File: src/rtl/mem_trace_monitor.sv
// Board debug monitor: snapshots PC/IR per CPU step, keeps a ring buffer
// of recent data-memory stores, and shows either on four hex displays.
module mem_trace_monitor #(
  parameter int DEPTH_LOG2 = 3,
  parameter int ADDR_W     = 9
) (
  input  logic              clk,
  input  logic              rst,
  input  logic              tick,
  input  logic [15:0]       pc,
  input  logic [15:0]       ir,
  input  logic              dmem_we,
  input  logic [ADDR_W-1:0] dmem_addr,
  input  logic [15:0]       dmem_din,
  input  logic [1:0]        mode,
  input  logic              scroll_btn,
  output logic [6:0]        hex0,
  output logic [6:0]        hex1,
  output logic [6:0]        hex2,
  output logic [6:0]        hex3,
  output logic [9:0]        ledr
);

  localparam int DEPTH = 1 << DEPTH_LOG2;
  localparam logic [DEPTH_LOG2-1:0] ONE = 1;
  localparam logic [3:0] FULL_CNT = 4'(DEPTH);
  localparam logic [6:0] DASH = 7'b0111111;
  localparam logic [6:0] ZERO = 7'b1000000;

  logic [15:0]           pc_q;
  logic [15:0]           ir_q;
  logic [ADDR_W-1:0]     addr_mem [DEPTH];
  logic [15:0]           data_mem [DEPTH];
  logic [DEPTH_LOG2-1:0] wptr;
  logic [DEPTH_LOG2-1:0] view;
  logic [DEPTH_LOG2-1:0] view_nx;
  logic [DEPTH_LOG2-1:0] sel;
  logic [3:0]            count;
  logic                  btn_q;
  logic                  ovf;
  logic                  hb;
  logic                  push;
  logic                  rise;
  logic                  full;
  logic                  dash;
  logic [15:0]           word;

  assign push = tick & dmem_we;
  assign rise = scroll_btn & ~btn_q;
  assign full = (count == FULL_CNT);
  assign sel  = wptr - ONE - view;
  assign dash = mode[1] & (count == 4'd0);

  // A push always snaps the view back to the newest entry.
  always_comb begin
    view_nx = view;
    if (push) begin
      view_nx = '0;
    end else if (rise) begin
      if (count == 4'd0)
        view_nx = '0;
      else if ((4'(view) + 4'd1) == count)
        view_nx = '0;
      else
        view_nx = view + ONE;
    end
  end

  always_ff @(posedge clk) begin
    if (rst) begin
      pc_q  <= '0;
      ir_q  <= '0;
      wptr  <= '0;
      count <= '0;
      view  <= '0;
      btn_q <= 1'b0;
      ovf   <= 1'b0;
      hb    <= 1'b0;
    end else begin
      btn_q <= scroll_btn;
      view  <= view_nx;
      if (tick) begin
        pc_q <= pc;
        ir_q <= ir;
        hb   <= ~hb;
      end
      if (push) begin
        wptr <= wptr + ONE;
        if (full)
          ovf <= 1'b1;
        else
          count <= count + 4'd1;
      end
    end
  end

  always_ff @(posedge clk) begin
    if (push) begin
      addr_mem[wptr] <= dmem_addr;
      data_mem[wptr] <= dmem_din;
    end
  end

  always_comb begin
    word = '0;
    unique case (mode)
      2'd0: word = pc_q;
      2'd1: word = ir_q;
      2'd2: word = data_mem[sel];
      2'd3: word = 16'(addr_mem[sel]);
    endcase
  end

  function automatic logic [6:0] hexdec(input logic [3:0] n);
    logic [6:0] s;
    case (n)
      4'h0: s = 7'b1000000;
      4'h1: s = 7'b1111001;
      4'h2: s = 7'b0100100;
      4'h3: s = 7'b0110000;
      4'h4: s = 7'b0011001;
      4'h5: s = 7'b0010010;
      4'h6: s = 7'b0000010;
      4'h7: s = 7'b1111000;
      4'h8: s = 7'b0000000;
      4'h9: s = 7'b0010000;
      4'hA: s = 7'b0001000;
      4'hB: s = 7'b0000011;
      4'hC: s = 7'b1000110;
      4'hD: s = 7'b0100001;
      4'hE: s = 7'b0000110;
      default: s = 7'b0001110;
    endcase
    return s;
  endfunction

  always_ff @(posedge clk) begin
    if (rst) begin
      hex0 <= ZERO;
      hex1 <= ZERO;
      hex2 <= ZERO;
      hex3 <= ZERO;
      ledr <= '0;
    end else begin
      hex0 <= dash ? DASH : hexdec(word[3:0]);
      hex1 <= dash ? DASH : hexdec(word[7:4]);
      hex2 <= dash ? DASH : hexdec(word[11:8]);
      hex3 <= dash ? DASH : hexdec(word[15:12]);
      ledr <= {hb, full, 3'(view), ovf, count};
    end
  end

endmodule
File: config.mk
export PLATFORM = sky130hd
export DESIGN_NAME = mem_trace_monitor
export DESIGN_NICKNAME = d
export VERILOG_FILES = /design/src/rtl/mem_trace_monitor.sv
export SDC_FILE = /design/constraint.sdc
export NUM_CORES = 1
export LEC_CHECK = 0
export CORE_MARGIN = 4
export CORE_UTILIZATION = 52
export DETAILED_ROUTE_END_ITERATION = 8
export PLACE_DENSITY = 0.79
export SYNTH_ARGS = -nofsm -noshare
export SYNTH_HDL_FRONTEND = slang
export SYNTH_SLANG_ARGS = --single-unit
File: constraint.sdc
create_clock -name clk -period 4.3 [get_ports clk]
set_clock_uncertainty 0.15 [all_clocks]
set_input_delay 0.86 -clock clk [delete_from_list [all_inputs] [get_ports clk]]
set_output_delay 0.86 -clock clk [all_outputs]
set_load 0.05 [all_outputs]
Word level (Yosys, flattened, before mapping)
Memory sizes are Yosys's and may differ from the RTL's.
Cells that the tools add are included.
- logic and storage cells: 50
- memories: 6
- bits in writable memories: 200
- bits in registers: 83
- ROM bits: 448
- bits in latches: 0
- memory list (memory ; depth ; bits a word ; read ports ; clocked after memory_dff ; write ports ; line ; source):
    data_mem ; 8 ; 16 ; 1 ; 0 ; 1 ; 33 ; logic [15:0] data_mem [DEPTH];
    (name not given) ; 16 ; 7 ; 1 ; 0 ; 0 ; 116 ; case (n)
    (name not given) ; 16 ; 7 ; 1 ; 0 ; 0 ; 116 ;
    (name not given) ; 16 ; 7 ; 1 ; 0 ; 0 ; 116 ;
    (name not given) ; 16 ; 7 ; 1 ; 0 ; 0 ; 116 ;
    addr_mem ; 8 ; 9 ; 1 ; 0 ; 1 ; 32 ; logic [ADDR_W-1:0] addr_mem [DEPTH];
- bitwise gates (word level): 6
- mux-type cells: 9
- eq/ne operators: 5
- $add $sub $neg: 6
- magnitude comparators: 0
- reductions and logical operators: 5
- shift-type cells: 0
- multiply operators: 0
- divide/modulo/power cells: 0
- operators with widths (kind ; count):
    case mux 16 bit (4 select lines) ; 1
    two-way mux 7 bit ; 4
    adder 3 x 1 -> 3 bit, second input constant ; 2
    two-way mux 3 bit ; 2
    adder 3 x 1 -> 4 bit, second input constant ; 1
    adder 4 x 1 -> 4 bit, second input constant ; 1
    == test 2 bit, second input constant ; 2
    == test 4 bit ; 1
    == test 4 bit, second input constant ; 1
    zero test 4 bit ; 1
    AND reduction 2 bit ; 2
    AND 1 bit ; 3
    inverter 1 bit ; 3
    subtractor 3 x 1 -> 3 bit, second input constant ; 1
    subtractor 3 bit ; 1
    == test 2 x 1 -> 1 bit, second input constant ; 1
    zero test 2 bit ; 1
    two-way mux 1 bit ; 2
    OR reduction 2 bit ; 1

Longest topological paths before layout
Gate-level depths: netlist of the first run.
An unclocked memory read counts as a cell.
- word-level depth: 6
- mapped depth: 17
- mapped depth without buffers: 14

Least setup slack after synthesis of the first run
Ideal clock, no wire load.
- path kind: input to register
- start point: in tick
- end point: mem addr_mem[0][0], enable pin
- required time: 3680 ps
- arrival time: 3712 ps
- path slack: -33 ps
- library setup time: 470 ps
- cell stages on the path: 3
- cells stage by stage: clkbuf_1 -> nand2_1 -> nor4_1
- cells in the longest elaborated chain, start to end: 3
- ends and longest elaborated chain (item ; line ; source):
    start: declaration ; 9 ; input logic tick,
    AND 1 bit ; 48 ; assign push = tick & dmem_we;
    two-way mux 1 bit ; 98 ; if (push) begin
    two-way mux 1 bit (not written as such) ; 99 ; addr_mem[wptr] <= dmem_addr;
    end: declaration ; 32 ;
No other way between the ends.

Worst setup path in the final report of the first run
- start point: reg wptr[1]
- end point: reg hex2[3]
- cells in the longest elaborated chain, start to end: 6
- elaborated cells on any way between the ends: 7
- classes of those cells: 2 x add/sub; 2 x mux; 3 x memory
- ends and longest elaborated chain (item ; line ; source):
    start: declaration ; 34 ; logic [DEPTH_LOG2-1:0] wptr;
    start signal: assignment ; 88 ; wptr <= wptr + ONE;
    subtractor 3 x 1 -> 3 bit (*) ; 51 ; assign sel = wptr - ONE - view;
    subtractor 3 bit (*) ; 51 ;
    memory (8 x 9 bit) or memory (8 x 16 bit) (tied branches) ; -- ;
    case mux 16 bit (4 select lines) (*) ; 106 ; unique case (mode)
    memory (16 x 7 bit) (*) ; -- ;
    two-way mux 7 bit (*) ; 147 ; hex2 <= dash ? DASH : hexdec(word[11:8]);
    end signal: assignment ; 147 ;
    end: declaration ; 19 ; output logic [6:0] hex2,
Every way passes the cells marked *; elsewhere a longest branch is shown, timed or not.
A chain may end at the register's enable or synchronous reset.

==> flow_metrics.tcl, run 1 <==
set metrics [dict create \
    status "finished, final reports clean" \
    clk_pin_slew_ns 0.06 \
    place.detailed.hpwl_um 16000 \
    synth-seq-cells 283 \
    setup_viol 0 \
    cts_hold_buf 0 \
    seq_area_frac_synth 0.647 \
    power.total_mw 6.20 \
    netlist_instances 753 \
    cts_max_level 1 \
    placed_cell_area_um2 13300 \
    clock_latency_ns 0.55 \
    synth_edf_count 200 \
    instances_no_fill 1182 \
    critPathMaxFanout 17 \
    grt_usage 0.196 \
    vias_per_cell 5.70 \
    max_freq_mhz 247 \
    power.leakage_nw 5.07 \
    cap_viol_max_count 0 \
    cts_buffers 27 \
    drc 0 \
    grt_pass1_vias 6816 \
    finalCritPeriodShare 0.943 \
    io_buffers 101 \
    synth.largest_area_cell "edfxtp_1" \
    dp.cells 1132 \
    die_x_um 159 \
    end_kind "flop" \
    globalplace.congestion 0.805 \
    rsz0062_at_grt "false" \
    fillers 1532 \
    die-area_um2 25300 \
    core-area_um2 22100 \
    grt_max_degree 47 \
    cts_setup_buffers 0 \
    cts.sinks 283 \
    async_flop_share 0 \
    start_kind "flop" \
    crit_required_ns 4.56 \
    wl_per_cell_um 21.2 \
    antenna_cells 0 \
    post-route-util 0.640 \
    hp-class "flop to flop" \
    area_growth_pct 19.3 \
    peakVddDrop_mv 0.309 \
    fin_nets 979 \
    yosysTopAreaCellShare 0.507 \
    drt-total-wl_um 25000 \
    rows 54 \
    ioPinCount 102 \
    die_y_um 159 \
    syn_area_um2 11900 \
    min_period_ns 4.05 \
    critPathKind "flop to flop" \
    setup_tns_ns 0 \
    yosysWarnings 0 \
    synthesis.nets 851 \
    report.final.hold_viol_count 0 \
    synth.area.top_cells "edfxtp_1 51%, dfxtp_1 14%, mux4_2 10%, mux2i_1 5.8%, ha_1 3.5%" \
    dr.pass1.iters 5 \
    antenna_found_initial 1 \
    worst_pin_slew_ns 0.890 \
    root_buffer "clkbuf_16" \
    yosysUniqueCellTypes 62 \
    arrival_ns 4.31 \
    postSynthAreaPerCell_um2 15.7 \
    drive_gt1_frac 0.183 \
    grt_pass1_wl_um 39700 \
    cts_resized 0 \
    ys.flop_type "edfxtp_1" \
    clockBufferDepth 3 \
    vias 6740 \
    slew_violations 0 \
    drtIter0Drc 520 \
    power_density_nw_per_um2 438 \
    synth_common_cells "200 x edfxtp_1, 83 x dfxtp_1, 69 x mux2i_1, 63 x nor2_1, 54 x mux4_2" \
    drt.antenna.violating_nets 0 \
    final_area_um2 14100 \
    initial_core_util 0.536 \
    cts_tree "built" \
    grt_overflow 0 \
    slew_headroom 0.406 \
    yosysMostFrequentCell "edfxtp_1" \
]
-- worst max-delay path, stage by stage, from the launching register on --
cell and delay [ns]:
dfxtp_1 0.54, inv_1 0.13, fa_2 0.90, mux4_2 0.39, mux4_2 0.51, nand2_1 0.10, o21ai_1 0.17, inv_1 0.20
ha_1 0.16, inv_1 0.05, mux4_2 0.45, nor2_1 0.11, nor2_1 0.05
-- cells by family after synthesis --
logic type,Yosys count,synth area share
flip-flops,283,0.647
AO/OA/AOI/OAI,90,0.0530
buffers and inverters,67,0.0288
AND/OR/NAND/NOR,136,0.0536
adder cells (fa/ha/maj),34,0.0365
multiplexers,133,0.172
XOR/XNOR,10,0.00866
-- flip-flops by register name, summed over array words and instances (netlist names) --
name      flops
ovf           1
ledr         10
hex0          7
ir_q         16
view          3
data_mem    128
hb            1
pc_q         16
wptr          3
count         4
hex3          7
addr_mem     72
btn_q         1
hex1          7
hex2          7
-- metal layers --
metal / vias up / part of all wire / wire length (um) / GRT usage
met4: 2 / 0.012 / 300 / 0.0418
met3: 24 / 0.078 / 1960 / 0.0427
li1: 3132 / - / - / -
met5: - / 0.00032 / 8 / 0
met1: 3350 / 0.44 / 10900 / 0.284
met2: 232 / 0.47 / 11800 / 0.313
-- metrics by stage --
stage,hold WS (ns),worst slack [ns]
after floorplan,0.279,0.205
after detailed placement,0.305,0.292
after global placement,0.292,0.384
final,0.322,0.247
after CTS,0.320,0.275
after global routing,0.339,0.0461
-- final timing paths --
path | start | endpoint | slack, ns | cells past startpoint
setup / recovery | wptr[1] | hex2[3] | 0.25 | 12
setup reg to reg | wptr[1] | hex2[3] | 0.25 | 12
hold / removal | ovf | ovf | 0.32 | 2
hold reg to reg | ovf | ovf | 0.32 | 2
-- where the power goes --
| part | total [mW] | internal [mW] | switching [mW] | leakage (nW) |
|---|---|---|---|---|
| clock network | 2.20 | 1.23 | 0.970 | 0.405 |
| logic | 0.972 | 0.426 | 0.546 | 2.17 |
| registers | 3.03 | 3.00 | 0.0314 | 2.49 |
| total | 6.20 | 4.65 | 1.55 | 5.07 |
-- cell usage in the layout (no fill, tap or decap), drive strengths merged, types with 3 or more instances in the layout --
master,instances
and2,7
clkdlybuf4s50,99
xor2,5
a21oi,31
nand2,19
mux4,55
a22oi,3
edfxtp,200
nor3,11
o22ai,4
nor3b,3
clkbuf,41
mux2,9
a221oi,4
clkinv,6
mux2i,69
o21ai,13
ha,33
nor4,3
nand3,3
xnor2,4
a211oi,8
dfxtp,83
inv,26
a31oi,7
nand2b,8
nor2,64
buf,42
o22a,4
nor2b,9
o221ai,4
-- cell type report --
type / instances / area (um^2) / share of cell area
clock buffers: 41 / 762 / 0.0539
clock inverters: 9 / 62.6 / 0.00442
inverters: 25 / 93.8 / 0.00664
multi-input cells: 403 / 3910 / 0.276
flip-flops and latches: 283 / 7670 / 0.542
well taps: 280 / 350 / 0.0248
repair buffers: 141 / 1300 / 0.0920
(Power assumes the default switching activity.)
==> inputs of run 2 (changes only) <==
CORE_UTILIZATION = 49   (was 52)
HOLD_SLACK_MARGIN = 0.06   (was not set)
PLACE_DENSITY = 0.75   (was 0.79)
SLEW_MARGIN = 10   (was not set)
==> run 2 against run 1 <==
Net effect: sequential share of layout area up 0.072 points; core utilization shrank 4.2 points; critical path depth increased by 2; die area up 5.8%; count of clock-buffer cells in the layout decreased by 3; sequential power about the same; largest cell class unchanged; largest power group unchanged; highest routed layer unchanged.
==> flow_metrics.tcl, run 2 (same netlist as run 1, synthesis figures left out) <==
set metrics [dict create \
    use_met3 0.0313 \
    top_regs "data_mem (128), addr_mem (72)" \
    fin_nets 966 \
    cts_setup_buffers 0 \
    use_met1 0.255 \
    drc 0 \
    initial_core_util 0.502 \
    slew_violations 0 \
    largest_reg_flops 128 \
    end_kind "flop" \
    peakVddDrop_mv 0.278 \
    rsz0062_at_grt "false" \
    globalplace.congestion 0.810 \
    cpMaxStageDelayCell "dfxtp_1" \
    report.final.hold_viol_count 0 \
    critPathMaxFanout 39 \
    cts_resized 0 \
    use_met2 0.319 \
    clk_pin_slew_ns 0.06 \
    status "finished, final reports clean" \
    grt_usage 0.188 \
    crit_required_ns 4.56 \
    start_kind "flop" \
    drive_gt1_frac 0.169 \
    layout_commonest_cell "edfxtp_1" \
    busiest_layer "met2" \
    ioPinCount 102 \
    drtIter0Drc 651 \
    cts_hold_buf 0 \
    cts.sinks 283 \
    area_growth_pct 19.2 \
    rows 56 \
    drt.antenna.violating_nets 0 \
    vias 6678 \
    fillers 1780 \
    root_buffer "clkbuf_16" \
    cp_top_family "multiplexers" \
    setup_slack_ns 0.279 \
    setup_tns_ns 0 \
    power_density_nw_per_um2 442 \
    antenna_cells 0 \
    hp-class "flop to flop" \
    wl_per_cell_um 20.8 \
    setup_viol 0 \
    critPathKind "flop to flop" \
    crit_buf_inv 4 \
    finalCritPeriodShare 0.935 \
    post-place-ws_ns 0.306 \
    cts_max_level 1 \
    swShare 0.247 \
    grt_pass1_wl_um 38700 \
    power.share.clock 0.363 \
    power.total_mw 6.24 \
    combPwrFrac 0.152 \
    switchingPower_mw 1.54 \
    hold_ws_ns 0.331 \
    grt_max_degree 46 \
    cts_tree "built" \
    post-route-util 0.598 \
    drt-total-wl_um 25100 \
    seqPwrFrac 0.486 \
    antenna_found_initial 2 \
    power.internal_mw 4.70 \
    place.detailed.hpwl_um 15900 \
    grt_pass1_vias 6714 \
    clockBufferDepth 3 \
    power.leakage_nw 5.02 \
    die_x_um 164 \
    cap_viol_max_count 0 \
    max_freq_mhz 249 \
    worst_pin_slew_ns 1.02 \
    cts_buffers 28 \
    die-area_um2 26700 \
    vias_per_cell 5.54 \
    largest_register "data_mem" \
    grt_overflow 0 \
    min_period_ns 4.02 \
    clock_latency_ns 0.54 \
    die_y_um 164 \
    core-area_um2 23600 \
    crit_chain "ha_4, inv_1, fa_2, buf_12, mux4_2, mux4_2, nand2_1, o21ai_1, inv_1, ha_1, inv_1, mux4_2, nor2_1, nor2_1" \
    final_cell_mix "200 x edfxtp_1, 99 x clkdlybuf4s50_1, 83 x dfxtp_1" \
    arrival_ns 4.28 \
    io_buffers 101 \
    dr.pass1.iters 5 \
    slew_headroom 0.318 \
    slowest_delay_ns 0.57 \
]
run 2: area by class of cell:
type,count,area (um^2),area share
Timing Repair Buffer,127,1210,0.0856
Clock inverter,11,90.1,0.00638
Clock buffer,38,759,0.0538
Tap cell,319,399,0.0283
Inverter,25,93.8,0.00664
Multi-Input combinational cell,403,3910,0.276
Sequential cell,283,7670,0.543
run 2: per-stage QoR:
| step | instances | area, um^2 |
|---|---|---|
| global route | 1206 | 14100 |
| floorplan | 753 | 11900 |
| finish | 1206 | 14100 |
| detailed placement | 1157 | 13300 |
| CTS | 1206 | 14100 |
| global placement | 1157 | 13300 |
run 2: path summary, 6_finish.rpt:
| path | from | to | cells past startpoint | slack (ns) |
|---|---|---|---|---|
| setup / recovery | wptr[0] | hex2[3] | 14 | 0.28 |
| hold / removal | ovf | ledr[4] | 1 | 0.33 |
| setup reg to reg | wptr[0] | hex2[3] | 14 | 0.28 |
| hold reg to reg | ovf | ledr[4] | 1 | 0.33 |
run 2: power groups by stage:
stage	Combinational [mW]	Clock (mW)	Sequential, mW
after floorplan	0.532	0	3.21
after global placement	0.936	0	3.09
after detailed placement	0.949	0	3.09
after CTS	0.953	2.31	3.03
after global routing	1.02	2.42	3.04
final	0.946	2.26	3.03
run 2: routing by layer:
| metal | vias up | part of all wire | routed length [um] |
|---|---|---|---|
| li1 | 3110 | - | - |
| met1 | 3312 | 0.43 | 10800 |
| met2 | 204 | 0.48 | 12100 |
| met3 | 48 | 0.061 | 1540 |
| met4 | 4 | 0.024 | 610 |
| met5 | - | 0.00092 | 23 |
==> inputs of run 3 (changes only) <==
ABC_CLOCK_PERIOD_IN_PS = 4300   (was not set)
==> results of run 3 <==
No change in the layout: final DEF, timing and power equal those of run 2.
